==> src/rtl/vect_dispatch.sv <==
// vect_dispatch: streams loader words, one vector at a time, into NUM_PIPES pipe FIFOs.
// A free pipe is chosen round-robin for each vector. The whole vector then goes to that
// pipe, stalling while the pipe is full.
// Ports:
//   clk, reset_n           clock, asynchronous active-low reset
//   start                  level request to begin a run
//   vect_size, num_vects   run geometry, latched when a run starts
//   in_valid/in_data       loader word (input side)
//   in_ready               word accepted this cycle (combinational)
//   pipe_full              per-pipe FIFO full flags
//   pipe_we/pipe_data      per-pipe write strobe and shared write data (combinational)
//   cur_pipe               pipe owning the current vector
//   vect_count             vectors completed this run
//   busy/done/error        state indicators
module vect_dispatch #(
  parameter int unsigned NUM_PIPES = 2
) (
  input  logic                 clk,
  input  logic                 reset_n,
  input  logic                 start,
  input  logic [15:0]          vect_size,
  input  logic [15:0]          num_vects,
  input  logic                 in_valid,
  input  logic [31:0]          in_data,
  output logic                 in_ready,
  input  logic [NUM_PIPES-1:0] pipe_full,
  output logic [NUM_PIPES-1:0] pipe_we,
  output logic [31:0]          pipe_data,
  output logic [2:0]           cur_pipe,
  output logic [15:0]          vect_count,
  output logic                 busy,
  output logic                 done,
  output logic                 error
);

  localparam int unsigned CNT_W = 16;
  localparam int unsigned IDX_W = 3;

  typedef enum logic [2:0] {
    S_IDLE,
    S_SELECT,
    S_STREAM,
    S_DONE,
    S_ERROR
  } state_t;

  state_t             state, state_d;
  logic [CNT_W-1:0]   size_q, nvec_q, word_cnt, vect_cnt;
  logic [IDX_W-1:0]   cur_q, last_q;
  logic [7:0]         full_ext;
  logic               sel_found;
  logic [IDX_W-1:0]   sel_idx;
  logic [3:0]         cand;
  logic               load_run, sel_take, accept, word_last;

  // Zero-extended full flags so any 3-bit pipe index is a legal select.
  assign full_ext   = 8'(pipe_full);
  assign word_last  = (word_cnt == size_q - 16'd1);
  assign cur_pipe   = cur_q;
  assign vect_count = vect_cnt;

  // Round-robin scan: first non-full pipe starting after the last one chosen.
  always_comb begin
    sel_found = 1'b0;
    sel_idx   = '0;
    cand      = '0;
    for (int i = 0; i < int'(NUM_PIPES); i++) begin
      cand = 4'(last_q) + 4'(i) + 4'd1;
      if (cand >= 4'(NUM_PIPES)) cand = cand - 4'(NUM_PIPES);
      if (!sel_found && !full_ext[cand[2:0]]) begin
        sel_found = 1'b1;
        sel_idx   = cand[2:0];
      end
    end
  end

  // State register.
  always_ff @(posedge clk or negedge reset_n) begin
    if (!reset_n) state <= S_IDLE;
    else          state <= state_d;
  end

  // Next-state and output decode.
  always_comb begin
    state_d   = state;
    load_run  = 1'b0;
    sel_take  = 1'b0;
    in_ready  = 1'b0;
    accept    = 1'b0;
    pipe_we   = '0;
    pipe_data = '0;
    busy      = 1'b0;
    done      = 1'b0;
    error     = 1'b0;

    if (state == S_STREAM) begin
      in_ready = !full_ext[cur_q];
      accept   = in_ready && in_valid;
    end
    if (accept) begin
      pipe_data = in_data;
      for (int p = 0; p < int'(NUM_PIPES); p++)
        pipe_we[p] = (cur_q == IDX_W'(p));
    end

    unique case (state)
      S_IDLE, S_DONE: begin
        done = (state == S_DONE);
        // A stray loader word outside a run is fatal until reset.
        if (in_valid) begin
          state_d = S_ERROR;
        end else if (start) begin
          load_run = 1'b1;
          state_d  = (vect_size == 16'd0 || num_vects == 16'd0) ? S_DONE : S_SELECT;
        end else begin
          state_d = S_IDLE;
        end
      end
      S_SELECT: begin
        busy = 1'b1;
        if (sel_found) begin
          sel_take = 1'b1;
          state_d  = S_STREAM;
        end
      end
      S_STREAM: begin
        busy = 1'b1;
        if (accept && word_last)
          state_d = (vect_cnt + 16'd1 == nvec_q) ? S_DONE : S_SELECT;
      end
      S_ERROR: begin
        error   = 1'b1;
        state_d = S_ERROR;
      end
      default: state_d = S_IDLE;
    endcase
  end

  // Run geometry, counters and pipe ownership.
  always_ff @(posedge clk or negedge reset_n) begin
    if (!reset_n) begin
      size_q   <= '0;
      nvec_q   <= '0;
      word_cnt <= '0;
      vect_cnt <= '0;
      cur_q    <= '0;
      last_q   <= IDX_W'(NUM_PIPES - 1);
    end else begin
      if (load_run) begin
        size_q   <= vect_size;
        nvec_q   <= num_vects;
        word_cnt <= '0;
        vect_cnt <= '0;
      end
      if (sel_take) begin
        cur_q  <= sel_idx;
        last_q <= sel_idx;
      end
      if (accept) begin
        if (word_last) begin
          word_cnt <= '0;
          vect_cnt <= vect_cnt + 16'd1;
        end else begin
          word_cnt <= word_cnt + 16'd1;
        end
      end
    end
  end

endmodule

==> config.mk <==
export PLATFORM = sky130hd
export DESIGN_NAME = vect_dispatch
export DESIGN_NICKNAME = d
export VERILOG_FILES = /design/src/rtl/vect_dispatch.sv
export SDC_FILE = /design/constraint.sdc
export NUM_CORES = 1
export LEC_CHECK = 0
export CORE_MARGIN = 2
export CORE_UTILIZATION = 51
export CTS_BUF_LIST = sky130_fd_sc_hd__clkbuf_4
export CTS_CLUSTER_SIZE = 20
export DETAILED_ROUTE_END_ITERATION = 16
export PLACE_DENSITY = 0.95
export SETUP_SLACK_MARGIN = 0.4
export SYNTH_ARGS = -nofsm -noshare
export SYNTH_HDL_FRONTEND = slang
export SYNTH_SLANG_ARGS = --single-unit
export TNS_END_PERCENT = 1
==> constraint.sdc <==
create_clock -name clk -period 4.37 [get_ports clk]
set_input_delay 1.311 -clock clk [delete_from_list [all_inputs] [get_ports clk]]
set_output_delay 1.311 -clock clk [all_outputs]
set_load 0.01 [all_outputs]
==> impl_metrics.tcl, run 1 <==
set metrics [dict create \
    io_pins 127 \
    postCtsHoldBufs 0 \
    die_x_um 101 \
    worst_path_max_delay_cell "a21oi_4" \
    clk_pin_slew_ps 130 \
    grt_usage 0.276 \
    core_area_mm2 0.00920 \
    holdWs_ps 541 \
    path_max_fanout 5 \
    insertion_delay_ps 420 \
    io_buffers 126 \
    drc 0 \
    start_kind "primary input" \
    synthFlopType "dfrtp_1" \
    dp.cells 751 \
    ir_drop_mv 0.322 \
    synth_top_cell_area_share 0.364 \
    clk_path_buf_depth 2 \
    cts-root-buf "clkbuf_4" \
    drive_gt1_frac 0.181 \
    fin_crit_sh 0.901 \
    ys_seq_elements 71 \
    drt_iter0_drc 319 \
    slew_headroom 0.571 \
    yosysTopAreaCell "dfrtp_1" \
    setup_viol 0 \
    firstDrtPassIters 5 \
    cts_tree "built" \
    cts_buffers 9 \
    synth_area_leaders "dfrtp_1, mux2_2, xnor2_1" \
    wire_per_inst_um 18.0 \
    clock_sinks 71 \
    netlist_instances 533 \
    tightestPinTransition_ps 637 \
    post-synth-top-count-cell "dfrtp_1" \
    grt_start_max_net_pins 51 \
    fp.dieH_um 101 \
    max_freq_mhz 254 \
    dieArea_mm2 0.0102 \
    crit_chain "buf_2 -> mux2_4 -> a21oi_4 -> buf_6 -> buf_4 -> buf_4 -> and3_4 -> buf_6" \
    gp_congestion 0.874 \
    fin_nets 742 \
    grt_pass1_wl_mm 22.7 \
    p_leak_uw 0.00287 \
    yosysWarningCount 0 \
    hpwlAfterDp_mm 9.92 \
    viasPerCell 6.13 \
    max_stage_delay_ps 290 \
    rsz0062_at_grt "yes" \
    maxSlewViolCount 0 \
    cap_violations 0 \
    antenna_found_initial 0 \
    grt.overflow.total 0 \
    wl_mm 14.0 \
    grt_pass1_vias 4672 \
    ant_nets 0 \
    hp-class "reg2reg" \
    status "finished clean" \
    fin_skew_ps 14.6 \
    synthesis.area_mm2 0.00481 \
    std_cell_rows 35 \
    crit_buf_inv 5 \
    cts_max_level 3 \
    synth_seq_area_share 0.370 \
    postLayoutCoreUtil 0.688 \
    crit_path_end_kind "primary output" \
    start_util 0.523 \
    synthTopCellsByCount "dfrtp_1, and3_1, nand2_1, nand3_1, xnor2_1" \
    syn_avg_cell_area_um2 9.02 \
    crit_arrival_ps 2630 \
    critical_path_class "in2out" \
    synth_async_sr_flop_share 1.00 \
    cp_top_family "buffers and inverters" \
    area_growth_pct 31.7 \
    synth_enable_flop_cells 0 \
    min_period_ps 3940 \
    synth_cell_types 52 \
    antenna_cells 0 \
    syn-num-nets 611 \
    layout.cells.non_filler 779 \
    critPathRequiredTime_ps 3060 \
    hold_viol 0 \
    power.density_mw_per_mm2 408 \
    vias 4776 \
]
-- flip-flops by register name (all words and copies together) (netlist names) --
name and flops:
cur_pipe 3, last_q 1, nvec_q 16, size_q 16, state 3, vect_count 16
word_cnt 16
-- through the flow --
stage               power, µW  setup slack [ps]  area, µm²  TNS [ps]
floorplan                1840               392       4810         0
global placement         2070              -121       6160     -3860
detailed placement       2150              -234       6160     -6920
CTS                      2570               404       6330         0
global route             2750               397       6330         0
finish                   2590               431       6330         0
-- worst register-to-register path: stages (launching register included) --
cell and delay, ps:
dfstp_2 690, inv_1 160, ha_1 400, ha_1 370
nand2_1 100, o21ai_0 90, o21ai_0 460, or3_1 260
nand2_1 140, nand2_1 110, o21ai_0 80
-- cell families (layout without fill, tap and decap cells) --
group,after synthesis,in the layout,share of synthesized area
multiplexers,39,39,0.0898
buffers and inverters,44,179,0.0377
flip-flops,71,71,0.370
AO/OA/AOI/OAI,87,87,0.116
AND/OR/NAND/NOR,229,229,0.265
adder cells (fa/ha/maj),8,8,0.0208
XOR/XNOR,55,55,0.100
-- per-layer routing --
metal | share of wire | track usage
met3 | 0.062 | 0.0513
met5 | 0 | 0
met1 | 0.41 | 0.365
met4 | 0.034 | 0.109
met2 | 0.49 | 0.450
-- where the power goes --
part / leakage [µW] / internal [µW] / total [µW] / switching (µW)
clock: 0.0000638 / 169 / 410 / 241
combinational: 0.00189 / 584 / 1100 / 521
sequential: 0.000925 / 834 / 1070 / 238
total: 0.00287 / 1590 / 2590 / 1000
-- final timing paths --
| check | startpoint | to | slack [ps] | cells after the start |
|---|---|---|---|---|
| worst min register to register | nvec_q[15] | nvec_q[15] | 540 | 1 |
| min in group asynchronous | reset_n | nvec_q[9] | 830 | 1 |
| worst max register to register | last_q[0] | cur_pipe[0] | 1400 | 10 |
| worst min-delay path | nvec_q[15] | nvec_q[15] | 540 | 1 |
| worst max-delay path | pipe_full[0] | pipe_data[30] | 430 | 8 |
| max in group asynchronous | reset_n | word_cnt[7] | 2520 | 2 |
-- area by class of cell --
type / instances / area, µm²
Clock buffer: 9 / 67.6
Clock inverter: 6 / 62.6
Fill cell: 661 / 2870
Inverter: 13 / 48.8
Multi-Input combinational cell: 418 / 2870
Sequential cell: 71 / 1780
Tap cell: 111 / 139
Timing Repair Buffer: 151 / 1370
-- placed cells by master, fill, tap and decap left out, types with 13 or more instances in the layout --
cell and count:
nor2_1 25, nand4_1 17, nand2_1 38, buf_4 19
inv_1 13, dfrtp_1 70, and3_1 40, a21oi_1 20
xnor2_1 34, nand3_1 37, a21o_1 14, mux2_2 32
clkdlybuf4s50_1 88, xor2_1 21, o21ai_0 18, buf_2 21
-- repair_timing --
action | 4_1_cts | 5_1_grt
setup endpoints to repair | 35 | 20
gates resized for setup | 122 | 4
cloned | 3 | 0
setup buffers | 10 | 0
pin swaps | 1 | 1
No activity file was read; power rests on OpenSTA's default activity.
==> inputs of run 2 (changes only) <==
- clock period: 4.37 -> 4.2 ns (I/O delays scaled with it)
==> impl_metrics.tcl, run 2 (same netlist as run 1, synthesis figures left out) <==
set metrics [dict create \
    power.density_mw_per_mm2 426 \
    drc 0 \
    grt.overflow.total 0 \
    tightestPinTransition_ps 556 \
    grt_usage 0.278 \
    io_pins 127 \
    start_kind "primary input" \
    worst_slack_ps 386 \
    ir_drop_mv 0.437 \
    comb_power_share 0.428 \
    nFillCells 677 \
    critical_path_class "in2out" \
    cap_violations 0 \
    clk_path_buf_depth 2 \
    clk_pin_slew_ps 110 \
    fin_setup_tns_ps 0 \
    fp.dieH_um 101 \
    rr_startpoint "state[1]" \
    die_x_um 101 \
    path_max_fanout 5 \
    std_cell_rows 35 \
    maxSlewViolCount 0 \
    clock_sinks 71 \
    status "finished clean" \
    p_leak_uw 0.00288 \
    layout_commonest_cell "clkdlybuf4s50_1" \
    clkPwrFrac 0.159 \
    startpoint "pipe_full[0]" \
    drive_gt1_frac 0.187 \
    slew_headroom 0.629 \
    insertion_delay_ps 430 \
    wl_mm 14.2 \
    hpwlAfterDp_mm 10.4 \
    critPathRequiredTime_ps 2940 \
    cts_max_level 3 \
    rsz0062_at_grt "yes" \
    min_period_ps 3810 \
    fin_nets 744 \
    grt_start_max_net_pins 42 \
    pre_cts_ws_ps -353 \
    multi_input_area_mm2 0.00289 \
    rr_worst_depth 9 \
    setup_viol 0 \
    grt_pass1_vias 4671 \
    hold_viol 0 \
    p_int_uw 1660 \
    swShare 0.387 \
    p_switching_uw 1050 \
    final_cell_mix "clkdlybuf4s50_1, dfrtp_1, nand2_1, nand3_1, and3_1" \
    gp_congestion 0.865 \
    ant_nets 0 \
    hp-class "reg2reg" \
    crit_path_end_kind "primary output" \
    start_util 0.523 \
    r2r-end "vect_count[4]" \
    seq_area_mm2 0.00178 \
    crit_arrival_ps 2550 \
    cp-endpoint "pipe_data[0]" \
    io_buffers 126 \
    cts-root-buf "clkbuf_4" \
    firstDrtPassIters 5 \
    seq_power_share 0.414 \
    fin_crit_sh 0.908 \
    core_area_mm2 0.00920 \
    dieArea_mm2 0.0102 \
    grt_pass1_wl_mm 22.6 \
    antenna_found_initial 0 \
    cts_tree "built" \
    viasPerCell 6.15 \
    r2r_setup_slack_ps 1240 \
    drt_iter0_drc 334 \
    fin_skew_ps 12.8 \
    wire_per_inst_um 18.2 \
    area_growth_pct 32.3 \
    vias 4804 \
    max_freq_mhz 262 \
    antenna_cells 0 \
    cts_buffers 9 \
]
run 2: cell types whose count changed in the layout (fill, tap and decap cells not counted), sizes merged:
cell	before	now
clkdlybuf4s15	5	3
buf	47	55
dlygate4sd2	10	7
clkinvlp	3	1
clkinv	2	3
run 2: layout make-up:
class | count | share of cell area
inverter | 13 | 0.00767
timing repair buffer | 153 | 0.218
tap | 111 | 0.0218
sequential | 71 | 0.280
clock buffer | 10 | 0.0118
clock inverter | 5 | 0.00787
multi-input combinational | 418 | 0.454
run 2: routing by layer:
layer  track usage  part of all wire  up-vias
met5             0                 0        -
met4         0.131             0.032        0
met3        0.0451             0.064       45
met2         0.457              0.51      223
met1         0.358              0.40     2337
li1              -                 -     2199
run 2: how the worst min path moves through the flow:
stage / from / cells after the start / slack [ps] / endpoint
global route: nvec_q[12] / 1 / 560 / nvec_q[12]
detailed placement: nvec_q[12] / 1 / 520 / nvec_q[12]
CTS: nvec_q[12] / 1 / 540 / nvec_q[12]
global placement: nvec_q[12] / 1 / 510 / nvec_q[12]
finish: nvec_q[12] / 1 / 540 / nvec_q[12]
floorplan: nvec_q[10] / 1 / 500 / nvec_q[10]
run 2: critical path, cell delays in order:
cell and delay [ps]:
buf_6 90, mux2_4 280, a21oi_4 300, buf_6 160
buf_6 90, buf_6 90, and3_4 180, buf_6 100
run 2: power by group through the flow:
stage	logic, µW	clock network (µW)	registers, µW
5_1_grt	1260	454	1140
6_report	1160	430	1120
3_5_place_dp	1130	0	1120
4_1_cts	1150	428	1110
2_1_floorplan	881	0	1040
3_3_place_gp	1060	0	1100
run 2: repair_timing:
| action | 4_1_cts | 5_1_grt |
|---|---|---|
| setup buffers | 11 | 0 |
| cloned | 3 | 0 |
| endpoints found under the setup margin | 35 | 18 |
| pin swaps | 2 | 2 |
| gates resized for setup | 144 | 3 |
| hold buffers | 0 | 0 |
run 2: through the flow:
stage	hold slack (ps)	utilization	cell area [µm²]	std cells	power, µW
floorplan	500	-	4810	533	1920
global placement	510	0.671	6170	752	2150
detailed placement	516	0.671	6170	752	2260
CTS	540	0.690	6340	781	2680
global route	565	0.692	6360	781	2860
finish	537	0.692	6360	781	2710
